File: src/rtl/mips_mc_ctrl_if.sv
// Control bundle between the multi-cycle MIPS sequencer, the IFU and the datapath.
// The master modport is the sequencer and the slave modport is the IFU/datapath side.
interface mips_mc_ctrl_if #(
    parameter int INSTRET_W = 32
);
    logic [31:0]          inst;
    logic                 zero;
    logic                 mem_ready;
    logic [2:0]           state;
    logic                 pc_en;
    logic [1:0]           npc_sel;
    logic                 reg_we;
    logic [1:0]           reg_dst;
    logic [1:0]           wd_sel;
    logic                 alu_src;
    logic [1:0]           ext_op;
    logic [1:0]           alu_op;
    logic                 mem_req;
    logic                 mem_we;
    logic                 exc;
    logic [INSTRET_W-1:0] instret;

    modport master (
        input  inst, zero, mem_ready,
        output state, pc_en, npc_sel, reg_we, reg_dst, wd_sel, alu_src,
               ext_op, alu_op, mem_req, mem_we, exc, instret
    );

    modport slave (
        output inst, zero, mem_ready,
        input  state, pc_en, npc_sel, reg_we, reg_dst, wd_sel, alu_src,
               ext_op, alu_op, mem_req, mem_we, exc, instret
    );
endinterface

File: src/rtl/mips_mc_ctrl.sv
// Multi-cycle FETCH/DECODE/EXEC/MEM/WB sequencer for the MIPS core: drives the IFU PC strobe,
// the datapath selects and the data-memory handshake, counts retires and traps on illegal opcodes.
module mips_mc_ctrl #(
    parameter int INSTRET_W   = 32,
    parameter int MEM_TIMEOUT = 16
) (
    input  logic           clk,
    input  logic           reset,
    mips_mc_ctrl_if.master bus
);
    typedef enum logic [2:0] {
        S_FETCH  = 3'd0,
        S_DECODE = 3'd1,
        S_EXEC   = 3'd2,
        S_MEM    = 3'd3,
        S_WB     = 3'd4,
        S_TRAP   = 3'd7
    } state_e;

    localparam logic [1:0] NPC_NORM = 2'b00;
    localparam logic [1:0] NPC_REL  = 2'b01;
    localparam logic [1:0] NPC_IRR  = 2'b10;
    localparam logic [1:0] NPC_REG  = 2'b11;
    localparam logic [7:0] TMO_LAST = 8'(MEM_TIMEOUT - 1);

    state_e               state_q, state_d;
    logic [INSTRET_W-1:0] instret_q, instret_d;
    logic                 exc_q, exc_d;
    logic [7:0]           tmo_q, tmo_d;

    logic [5:0] op, fn;
    logic is_nop, is_r, is_addu, is_subu, is_jr, is_j, is_jal;
    logic is_ori, is_lui, is_beq, is_lw, is_sw, legal;

    assign op      = bus.inst[31:26];
    assign fn      = bus.inst[5:0];
    assign is_nop  = (bus.inst == 32'd0);
    assign is_r    = (op == 6'b000000) && !is_nop;
    assign is_addu = is_r && (fn == 6'b100001);
    assign is_subu = is_r && (fn == 6'b100011);
    assign is_jr   = is_r && (fn == 6'b001000);
    assign is_j    = (op == 6'b000010);
    assign is_jal  = (op == 6'b000011);
    assign is_ori  = (op == 6'b001101);
    assign is_lui  = (op == 6'b001111);
    assign is_beq  = (op == 6'b000100);
    assign is_lw   = (op == 6'b100011);
    assign is_sw   = (op == 6'b101011);
    assign legal   = is_nop | is_addu | is_subu | is_jr | is_j | is_jal |
                     is_ori | is_lui | is_beq | is_lw | is_sw;

    always_comb begin
        state_d     = state_q;
        exc_d       = exc_q;
        tmo_d       = tmo_q;
        bus.pc_en   = 1'b0;
        bus.npc_sel = NPC_NORM;
        bus.reg_we  = 1'b0;
        bus.reg_dst = 2'd0;
        bus.wd_sel  = 2'd0;
        bus.alu_src = 1'b0;
        bus.ext_op  = 2'd0;
        bus.alu_op  = 2'd0;
        bus.mem_req = 1'b0;
        bus.mem_we  = 1'b0;

        unique case (state_q)
            S_FETCH: state_d = S_DECODE;

            S_DECODE: begin
                if (!legal) begin
                    state_d = S_TRAP;
                    exc_d   = 1'b1;
                end else if (is_nop || is_j || is_jr) begin
                    bus.pc_en   = 1'b1;
                    bus.npc_sel = is_j ? NPC_IRR : (is_jr ? NPC_REG : NPC_NORM);
                    state_d     = S_FETCH;
                end else if (is_jal) begin
                    state_d = S_WB;
                end else begin
                    state_d = S_EXEC;
                end
            end

            S_EXEC: begin
                if (is_addu || is_subu) begin
                    bus.alu_op = is_subu ? 2'd1 : 2'd0;
                    state_d    = S_WB;
                end else if (is_ori || is_lui) begin
                    bus.ext_op  = is_lui ? 2'd2 : 2'd0;
                    bus.alu_src = 1'b1;
                    bus.alu_op  = 2'd2;
                    state_d     = S_WB;
                end else if (is_beq) begin
                    bus.alu_op  = 2'd1;
                    bus.pc_en   = 1'b1;
                    bus.npc_sel = bus.zero ? NPC_REL : NPC_NORM;
                    state_d     = S_FETCH;
                end else begin
                    bus.ext_op  = 2'd1;
                    bus.alu_src = 1'b1;
                    state_d     = S_MEM;
                    tmo_d       = 8'd0;
                end
            end

            S_MEM: begin
                bus.ext_op  = 2'd1;
                bus.alu_src = 1'b1;
                bus.mem_req = 1'b1;
                bus.mem_we  = is_sw;
                // A completion on the last allowed cycle still beats the timeout.
                if (bus.mem_ready) begin
                    if (is_sw) begin
                        bus.pc_en = 1'b1;
                        state_d   = S_FETCH;
                    end else begin
                        state_d = S_WB;
                    end
                end else if (tmo_q == TMO_LAST) begin
                    state_d = S_TRAP;
                    exc_d   = 1'b1;
                end else begin
                    tmo_d = tmo_q + 8'd1;
                end
            end

            S_WB: begin
                bus.reg_we = 1'b1;
                bus.pc_en  = 1'b1;
                state_d    = S_FETCH;
                if (is_jal) begin
                    bus.reg_dst = 2'd2;
                    bus.wd_sel  = 2'd2;
                    bus.npc_sel = NPC_IRR;
                end else if (is_addu || is_subu) begin
                    bus.reg_dst = 2'd1;
                end else if (is_lw) begin
                    bus.wd_sel = 2'd1;
                end
            end

            S_TRAP: state_d = S_TRAP;

            default: state_d = S_FETCH;
        endcase

        instret_d = instret_q + INSTRET_W'(bus.pc_en);
    end

    always_ff @(posedge clk or negedge reset) begin
        if (!reset) begin
            state_q   <= S_FETCH;
            instret_q <= '0;
            exc_q     <= 1'b0;
            tmo_q     <= 8'd0;
        end else begin
            state_q   <= state_d;
            instret_q <= instret_d;
            exc_q     <= exc_d;
            tmo_q     <= tmo_d;
        end
    end

    assign bus.state   = state_q;
    assign bus.instret = instret_q;
    assign bus.exc     = exc_q;
endmodule

File: src/flat_wrapper.sv
// flat-port wrapper written by rule: the top's interface ports become plain ports
module mips_mc_ctrl_flat 
#(
    parameter int INSTRET_W   = 32,
    parameter int MEM_TIMEOUT = 16
)
  (clk, reset, bus_inst, bus_zero, bus_mem_ready, bus_state, bus_pc_en, bus_npc_sel, bus_reg_we, bus_reg_dst, bus_wd_sel, bus_alu_src, bus_ext_op, bus_alu_op, bus_mem_req, bus_mem_we, bus_exc, bus_instret);
  mips_mc_ctrl_if #(.INSTRET_W(INSTRET_W)) bus_i ();
  input  logic clk;
  input  logic reset;
  input wire logic [$bits(bus_i.inst)-1:0] bus_inst;
  input wire logic [$bits(bus_i.zero)-1:0] bus_zero;
  input wire logic [$bits(bus_i.mem_ready)-1:0] bus_mem_ready;
  output wire logic [$bits(bus_i.state)-1:0] bus_state;
  output wire logic [$bits(bus_i.pc_en)-1:0] bus_pc_en;
  output wire logic [$bits(bus_i.npc_sel)-1:0] bus_npc_sel;
  output wire logic [$bits(bus_i.reg_we)-1:0] bus_reg_we;
  output wire logic [$bits(bus_i.reg_dst)-1:0] bus_reg_dst;
  output wire logic [$bits(bus_i.wd_sel)-1:0] bus_wd_sel;
  output wire logic [$bits(bus_i.alu_src)-1:0] bus_alu_src;
  output wire logic [$bits(bus_i.ext_op)-1:0] bus_ext_op;
  output wire logic [$bits(bus_i.alu_op)-1:0] bus_alu_op;
  output wire logic [$bits(bus_i.mem_req)-1:0] bus_mem_req;
  output wire logic [$bits(bus_i.mem_we)-1:0] bus_mem_we;
  output wire logic [$bits(bus_i.exc)-1:0] bus_exc;
  output wire logic [$bits(bus_i.instret)-1:0] bus_instret;
  assign bus_i.inst = bus_inst;
  assign bus_i.zero = bus_zero;
  assign bus_i.mem_ready = bus_mem_ready;
  assign bus_state = bus_i.state;
  assign bus_pc_en = bus_i.pc_en;
  assign bus_npc_sel = bus_i.npc_sel;
  assign bus_reg_we = bus_i.reg_we;
  assign bus_reg_dst = bus_i.reg_dst;
  assign bus_wd_sel = bus_i.wd_sel;
  assign bus_alu_src = bus_i.alu_src;
  assign bus_ext_op = bus_i.ext_op;
  assign bus_alu_op = bus_i.alu_op;
  assign bus_mem_req = bus_i.mem_req;
  assign bus_mem_we = bus_i.mem_we;
  assign bus_exc = bus_i.exc;
  assign bus_instret = bus_i.instret;
  mips_mc_ctrl #(.INSTRET_W(INSTRET_W), .MEM_TIMEOUT(MEM_TIMEOUT)) u_core (.clk(clk), .reset(reset), .bus(bus_i));
endmodule
File: config.mk
export PLATFORM = sky130hd
export DESIGN_NAME = mips_mc_ctrl_flat
export DESIGN_NICKNAME = d
export VERILOG_FILES = /design/src/rtl/mips_mc_ctrl_if.sv /design/src/rtl/mips_mc_ctrl.sv /design/src/flat_wrapper.sv
export SDC_FILE = /design/constraint.sdc
export NUM_CORES = 1
export LEC_CHECK = 0
export ABC_CLOCK_PERIOD_IN_PS = 3400
export CAP_MARGIN = 20
export CORE_MARGIN = 4
export CORE_UTILIZATION = 30
export DETAILED_ROUTE_END_ITERATION = 7
export PLACE_DENSITY = 0.58
export SLEW_MARGIN = 10
export SYNTH_ARGS = -nofsm -noshare
export SYNTH_HDL_FRONTEND = slang
export SYNTH_SLANG_ARGS = --single-unit
File: constraint.sdc
create_clock -name clk -period 3.4 [get_ports clk]
set_input_delay 0.68 -clock clk [delete_from_list [all_inputs] [get_ports clk]]
set_output_delay 0.68 -clock clk [all_outputs]
set_load 0.05 [all_outputs]
==> run summary, run 1 <==
RePlAce Congestion: 0.797
Chip Width: 99.0 um
Gr usage total: 14.0%
Post-Route WL: 6880 um
Initial Utilization: 31.5%
CP startpoint kind: input pin
FMAX: 313 MHz
HP Class: input pin to async pin
First DRT Iteration DRCs: 73
Power Density: 502 nW/um^2
Vias after detailed routing: 2421
Mapped Cells: 258
Largest net degree at the start of global routing: 45
Diode count: 0
Most common cell on crit path: nand2_1
Clock power share: 16.3%
Sequential-to-total area share from yosys stat: 44.3%
Avg Synthesized Cell Area: 9.63 um^2
Initial antenna violation count: 0
Final min period: 3200 ps
Pint: 1150 uW
ANT nets after route: 0
Residual DRC: 0
Delay-heaviest family, CP: simple AND/OR/NAND/NOR gates
Filler cells: 723
CP max stage cell: or4_4
Most frequent cells in the layout: buf_4 (44), dfrtp_1 (44), clkdlybuf4s50_1 (40), clkbuf_2 (21), nand3_1 (20)
Total power: 2030 uW
Chip Height: 99.0 um
Buf/Inv on CP: 3
First-pass DRT Iterations: 4
TritonCTS clock tree: built
Root buffer cell: clkbuf_8
Crit path DAT: 3400 ps
Max Slew Vio Count: 0
Yosys warnings: 0
R2R Path End: u_core.bus.instret[23]$_DFF_PN0_
Crit Reg-Reg Startpoint: u_core.bus.state[0]$_DFFE_PN0P_
Switching share of power: 43.3%
Final #Nets: 427
Floorplan row count: 32
Final hold slack: 251 ps
Reg2reg path depth: 11
Mapped Nets: 297
Drt via density: 4.93
I/O pin total: 87
Sequential power share: 36.4%
First-pass GRT wire length: 11500 um
Worst vdd ir: 0.516 mV
Outcome: completed
H-tree level count: 2
P&R area growth vs syn: 62.8%
PortBufs: 86
Clk sinks: 44
# hold bufs at CTS: 0
P_sw: 879 uW
Final period utilization: 94.0%
Worst-margin pin slew: 513 ps
Crit-path max cell delay: 540 ps
Hold Fails Final Rpt: 0
Clock Pin Slew Worst Setup and Hold Paths: 80 ps
Reg2Reg Setup Slack: 830 ps
Core Region: 7890 um^2
Max Cap Viol: 0
Max-slew headroom: 65.7%
Critical path class: input pin to flip-flop
Clock Latency Late Sink: 280 ps
Async S/R FF share, synth: 100%
Worst Path Required: 3610 ps
CP Cell Sequence: dlygate4sd2_1, nor4_2, nand2_1, or4_4, a211o_1, a21oi_4, ha_4, buf_12, nand2_8, nor4_4, buf_4, nand2_1, nor2_1, xor2_1
Post-synth EDFFs: 0
Num CTS Buffers: 5
Area occupied by multi-input gates: 1470 um^2
Netlist Area Pre-Place: 2480 um^2
Worst Setup End Kind: flip-flop
Share of layout cells above drive strength 1: 32.9%
FF+latch area: 1100 um^2
Grt total ovfl: 0
Die Area: 9800 um^2
Leak: 0.00178 uW
Final setup violation count: 0
Vias in the first global route: 2397
Max clock buf depth: 2
Top_reg_cell synth: dfrtp_1
DR WL/cell: 14.0 um
Comb power frac: 47.3%
Yosys reg bits: 44
Crit-path max FO: 6
Hpwl dp: 5360 um
Clk_skew: 3.67 ps
Synth unique cells: 48
-- how the worst max path moves through the flow --
stage,cells after the start,slack (ps),to,start
3_5_place_dp,12,-330,u_core.bus.instret[31]$_DFF_PN0_,bus_inst[30]
3_3_place_gp,13,-290,u_core.bus.instret[26]$_DFF_PN0_,bus_inst[7]
2_1_floorplan,10,-180,u_core.bus.instret[31]$_DFF_PN0_,bus_inst[3]
6_report,14,200,u_core.bus.instret[23]$_DFF_PN0_,bus_inst[16]
4_1_cts,14,3,u_core.bus.instret[26]$_DFF_PN0_,bus_inst[10]
5_1_grt,13,-50,u_core.bus.instret[27]$_DFF_PN0_,bus_inst[16]
-- per-layer routing --
layer	wire length, um	global-route usage, %	share of wire [%]	vias up
met2	3410	23.3	50	52
met4	97	4.20	1.4	0
met1	3100	18.5	45	1162
met5	0	0	0	-
met3	269	2.55	3.9	8
li1	-	-	-	1199
-- cells by family (layout without fill, tap and decap cells) --
family / count (synthesis) / count (layout) / share of synthesized area (%)
adders and majority gates: 3 / 3 / 1.51
DFF: 44 / 44 / 44.3
buffers and inverters: 14 / 145 / 2.42
xor gates and xnor gates: 30 / 30 / 10.6
and+or+nand+nor: 132 / 132 / 31.9
AOI/OAI and AO/OA: 35 / 35 / 9.32
-- cell usage after synthesis, drive strengths merged (4+ instances only) --
cell,number,share of area (%)
dfrtp,44,44
nor2,23,3.5
o21ai,5,1.0
nor4,10,5.2
clkbuf,4,0.60
xnor2,18,6.3
nand3,20,4.0
nand4,10,2.8
nor3,8,1.6
nand2,21,3.2
and3,8,2.0
o31ai,4,1.2
or2,5,1.3
or3,5,1.3
a21oi,14,3.1
inv,6,0.91
or4,7,2.3
buf,4,0.91
xor2,12,4.2
-- metrics by stage --
stage	TNS, ps	cell area, um^2	util [%]	instances	setup WS, ps
finish	0	4050	51.3	491	203
CTS	0	4020	51.0	487	2.67
detailed placement	-6040	3870	49.1	474	-329
global placement	-5160	3870	49.1	474	-290
global route	-144	4050	51.3	491	-45.1
floorplan	-952	2550	-	258	-180
-- power by group through the flow --
stage	sequential (uW)	clock [uW]	combinational, uW
global route	758	366	1040
floorplan	857	0	452
detailed placement	742	0	920
finish	739	330	960
CTS	732	346	956
global placement	741	0	913
-- flip-flops by register name, indices dropped and copies added, names as in the netlist --
register            count
u_core.bus.exc          1
u_core.tmo_q            8
u_core.bus.state        3
u_core.bus.instret     32
-- what timing repair did --
| item | in CTS | in global routing |
|---|---|---|
| gates resized for setup | 40 | 60 |
| setup endpoints to repair | 6 | 15 |
| hold endpoints to repair | 0 | 0 |
| pin swaps | 19 | 23 |
| setup buffers | 5 | 4 |
-- worst reg2reg max path: cells and delay by family, from the launching register on --
family	cells	cell delay, ps
simple gates	4	560
flops	1	590
fa+ha+maj	1	170
compound gates	2	530
xor+xnor	1	170
buf+inv	3	460
-- layout make-up --
| class | count | share of cell area, % |
|---|---|---|
| multi-input cells | 200 | 36.4 |
| repair buffers | 131 | 30.3 |
| flip-flops and latches | 44 | 27.2 |
| well taps | 102 | 3.15 |
| clock buffers | 7 | 2.13 |
| inverters | 6 | 0.619 |
| clock inverters | 1 | 0.186 |
Power figures use the tool's default switching activity.
==> inputs of run 2 (changes only) <==
--- a/config.mk
+++ b/config.mk
@@ -15,3 +15,4 @@
 export SYNTH_ARGS = -nofsm -noshare
 export SYNTH_HDL_FRONTEND = slang
 export SYNTH_SLANG_ARGS = --single-unit
+export TNS_END_PERCENT = 1
==> run summary, run 2 (synthesis gave the netlist of run 1 again) <==
Num CTS Buffers: 5 (unchanged)
Gr usage total: 14.5% (+0.46 points)
Chip Width: 99.0 um (unchanged)
Max clock buf depth: 2 (unchanged)
Final setup violation count: 0 (unchanged)
Die Area: 9800 um^2 (unchanged)
Grt total ovfl: 0 (unchanged)
CP startpoint kind: input pin
Delay-heaviest family, CP: simple AND/OR/NAND/NOR gates
Max Slew Vio Count: 0 (unchanged)
Buf/Inv on CP: 4 (+1)
Drt via density: 4.90 (-0.54%)
Vias after detailed routing: 2398 (-0.95%)
Core Region: 7890 um^2 (unchanged)
First-pass GRT wire length: 11600 um (+0.85%)
Worst-margin pin slew: 549 ps (+36.3 ps)
Power Density: 497 nW/um^2 (-0.99%)
TritonCTS clock tree: built
DR WL/cell: 14.4 um (+2.8%)
FMAX: 302 MHz (-3.5%)
I/O pin total: 87 (unchanged)
Final #Nets: 425 (-0.47%)
P&R area growth vs syn: 62.3%
Root buffer cell: clkbuf_8
Total power: 2000 uW (-1.3%)
Commonest non-fill, non-tap cell in the layout: dfrtp_1
Critical path class: input pin to primary output
Crit-path max cell delay: 570 ps (+30 ps)
Initial Utilization: 31.5% (unchanged)
Hpwl dp: 5440 um (+1.6%)
Leak: 0.00180 uW (+1.1%)
Clock Pin Slew Worst Setup and Hold Paths: 80 ps (about the same)
Clk_skew: 5.58 ps (+1.91 ps)
Worst Setup End Kind: primary output
First-pass DRT Iterations: 4 (unchanged)
Max reg flops: 32 (unchanged)
Chip Height: 99.0 um (unchanged)
Worst vdd ir: 0.615 mV (+19%)
Clock Latency Late Sink: 290 ps (about the same)
Setup ws final: 86.4 ps (-117 ps)
Diode count: 0 (unchanged)
Most frequent cells in the layout: dfrtp_1 (44), buf_4 (41), clkdlybuf4s50_1 (40), nand3_1 (20), nand2_1 (19)
RePlAce Congestion: 0.872 (+9.4%)
Crit path DAT: 2630 ps (-770 ps)
Final min period: 3310 ps (+117 ps)
Worst Path Required: 2720 ps (-890 ps)
# hold bufs at CTS: 0 (unchanged)
Max Cap Viol: 0 (unchanged)
Vias in the first global route: 2362 (-1.5%)
Floorplan row count: 32 (unchanged)
Residual DRC: 0 (unchanged)
ANT nets after route: 0 (unchanged)
H-tree level count: 2 (unchanged)
Clk sinks: 44 (unchanged)
Final period utilization: 97.5% (+3.4 points)
Outcome: completed
Setup_tns: 0 ps (unchanged)
Hold Fails Final Rpt: 0 (unchanged)
Largest net degree at the start of global routing: 45 (unchanged)
CP max stage cell: or4b_2
Most common cell on crit path: buf_4
Post-Route WL: 7040 um (+2.4%)
CP Cell Sequence: dlygate4sd2_1, nor3_2, buf_4, and3_1, buf_4, or4b_2, a21oi_1, buf_12
HP Class: input pin to async pin
Pre-CTS setup slack: -502 ps (-173 ps)
Non-filler cells, final: 489 (-0.41%)
Share of layout cells above drive strength 1: 31.0% (-1.9 points)
First DRT Iteration DRCs: 122 (+67%)
Inst Count DP: 470 (-0.84%)
Initial antenna violation count: 0 (unchanged)
PortBufs: 86 (unchanged)
Crit-path max FO: 3 (-3)
Max-slew headroom: 63.3% (-2.4 points)
run 2: through the flow:
stage	area, um^2	utilization, %	hold WS, ps
after global placement	3830	48.5	458
after CTS	3950	50.1	477
after floorplan	2540	-	384
after global routing	4030	51.1	219
final	4030	51.1	221
after detailed placement	3830	48.5	463
run 2: area by class of cell:
type | count | area [um^2]
fill | 742 | 3850
multi-input combinational | 200 | 1460
timing repair buffer | 129 | 1230
sequential | 44 | 1100
tap | 102 | 128
clock buffer | 8 | 90.1
inverter | 6 | 22.5
run 2: per-layer routing:
layer	routed length, um	track usage, %
met1	3310	20.8
met2	3450	22.7
met3	198	2.41
met4	80	3.57
met5	0	0
run 2: path summary, 6_finish.rpt:
check	depth (start not counted)	slack (ps)	to	from
hold reg to reg	1	470	u_core.bus.instret[31]$_DFF_PN0_	u_core.bus.instret[31]$_DFF_PN0_
hold / removal	1	220	u_core.bus.instret[27]$_DFF_PN0_	reset
setup reg to reg	10	860	u_core.bus.instret[29]$_DFF_PN0_	u_core.bus.state[0]$_DFFE_PN0P_
setup / recovery	8	90	bus_npc_sel[0]	bus_inst[5]
min in group clk	1	470	u_core.bus.instret[31]$_DFF_PN0_	u_core.bus.instret[31]$_DFF_PN0_
max in group asynchronous	2	2730	u_core.bus.instret[6]$_DFF_PN0_	reset
run 2: timing repair:
action | 4_1_cts | 5_1_grt
endpoints found under the setup margin | 24 | 17
cloned | 0 | 0
gates resized for setup | 34 | 59
pin swaps | 14 | 20
setup buffers | 3 | 7
run 2: power by group:
group	switching, uW	internal [uW]
logic	567	367
clock network	172	166
registers	136	596
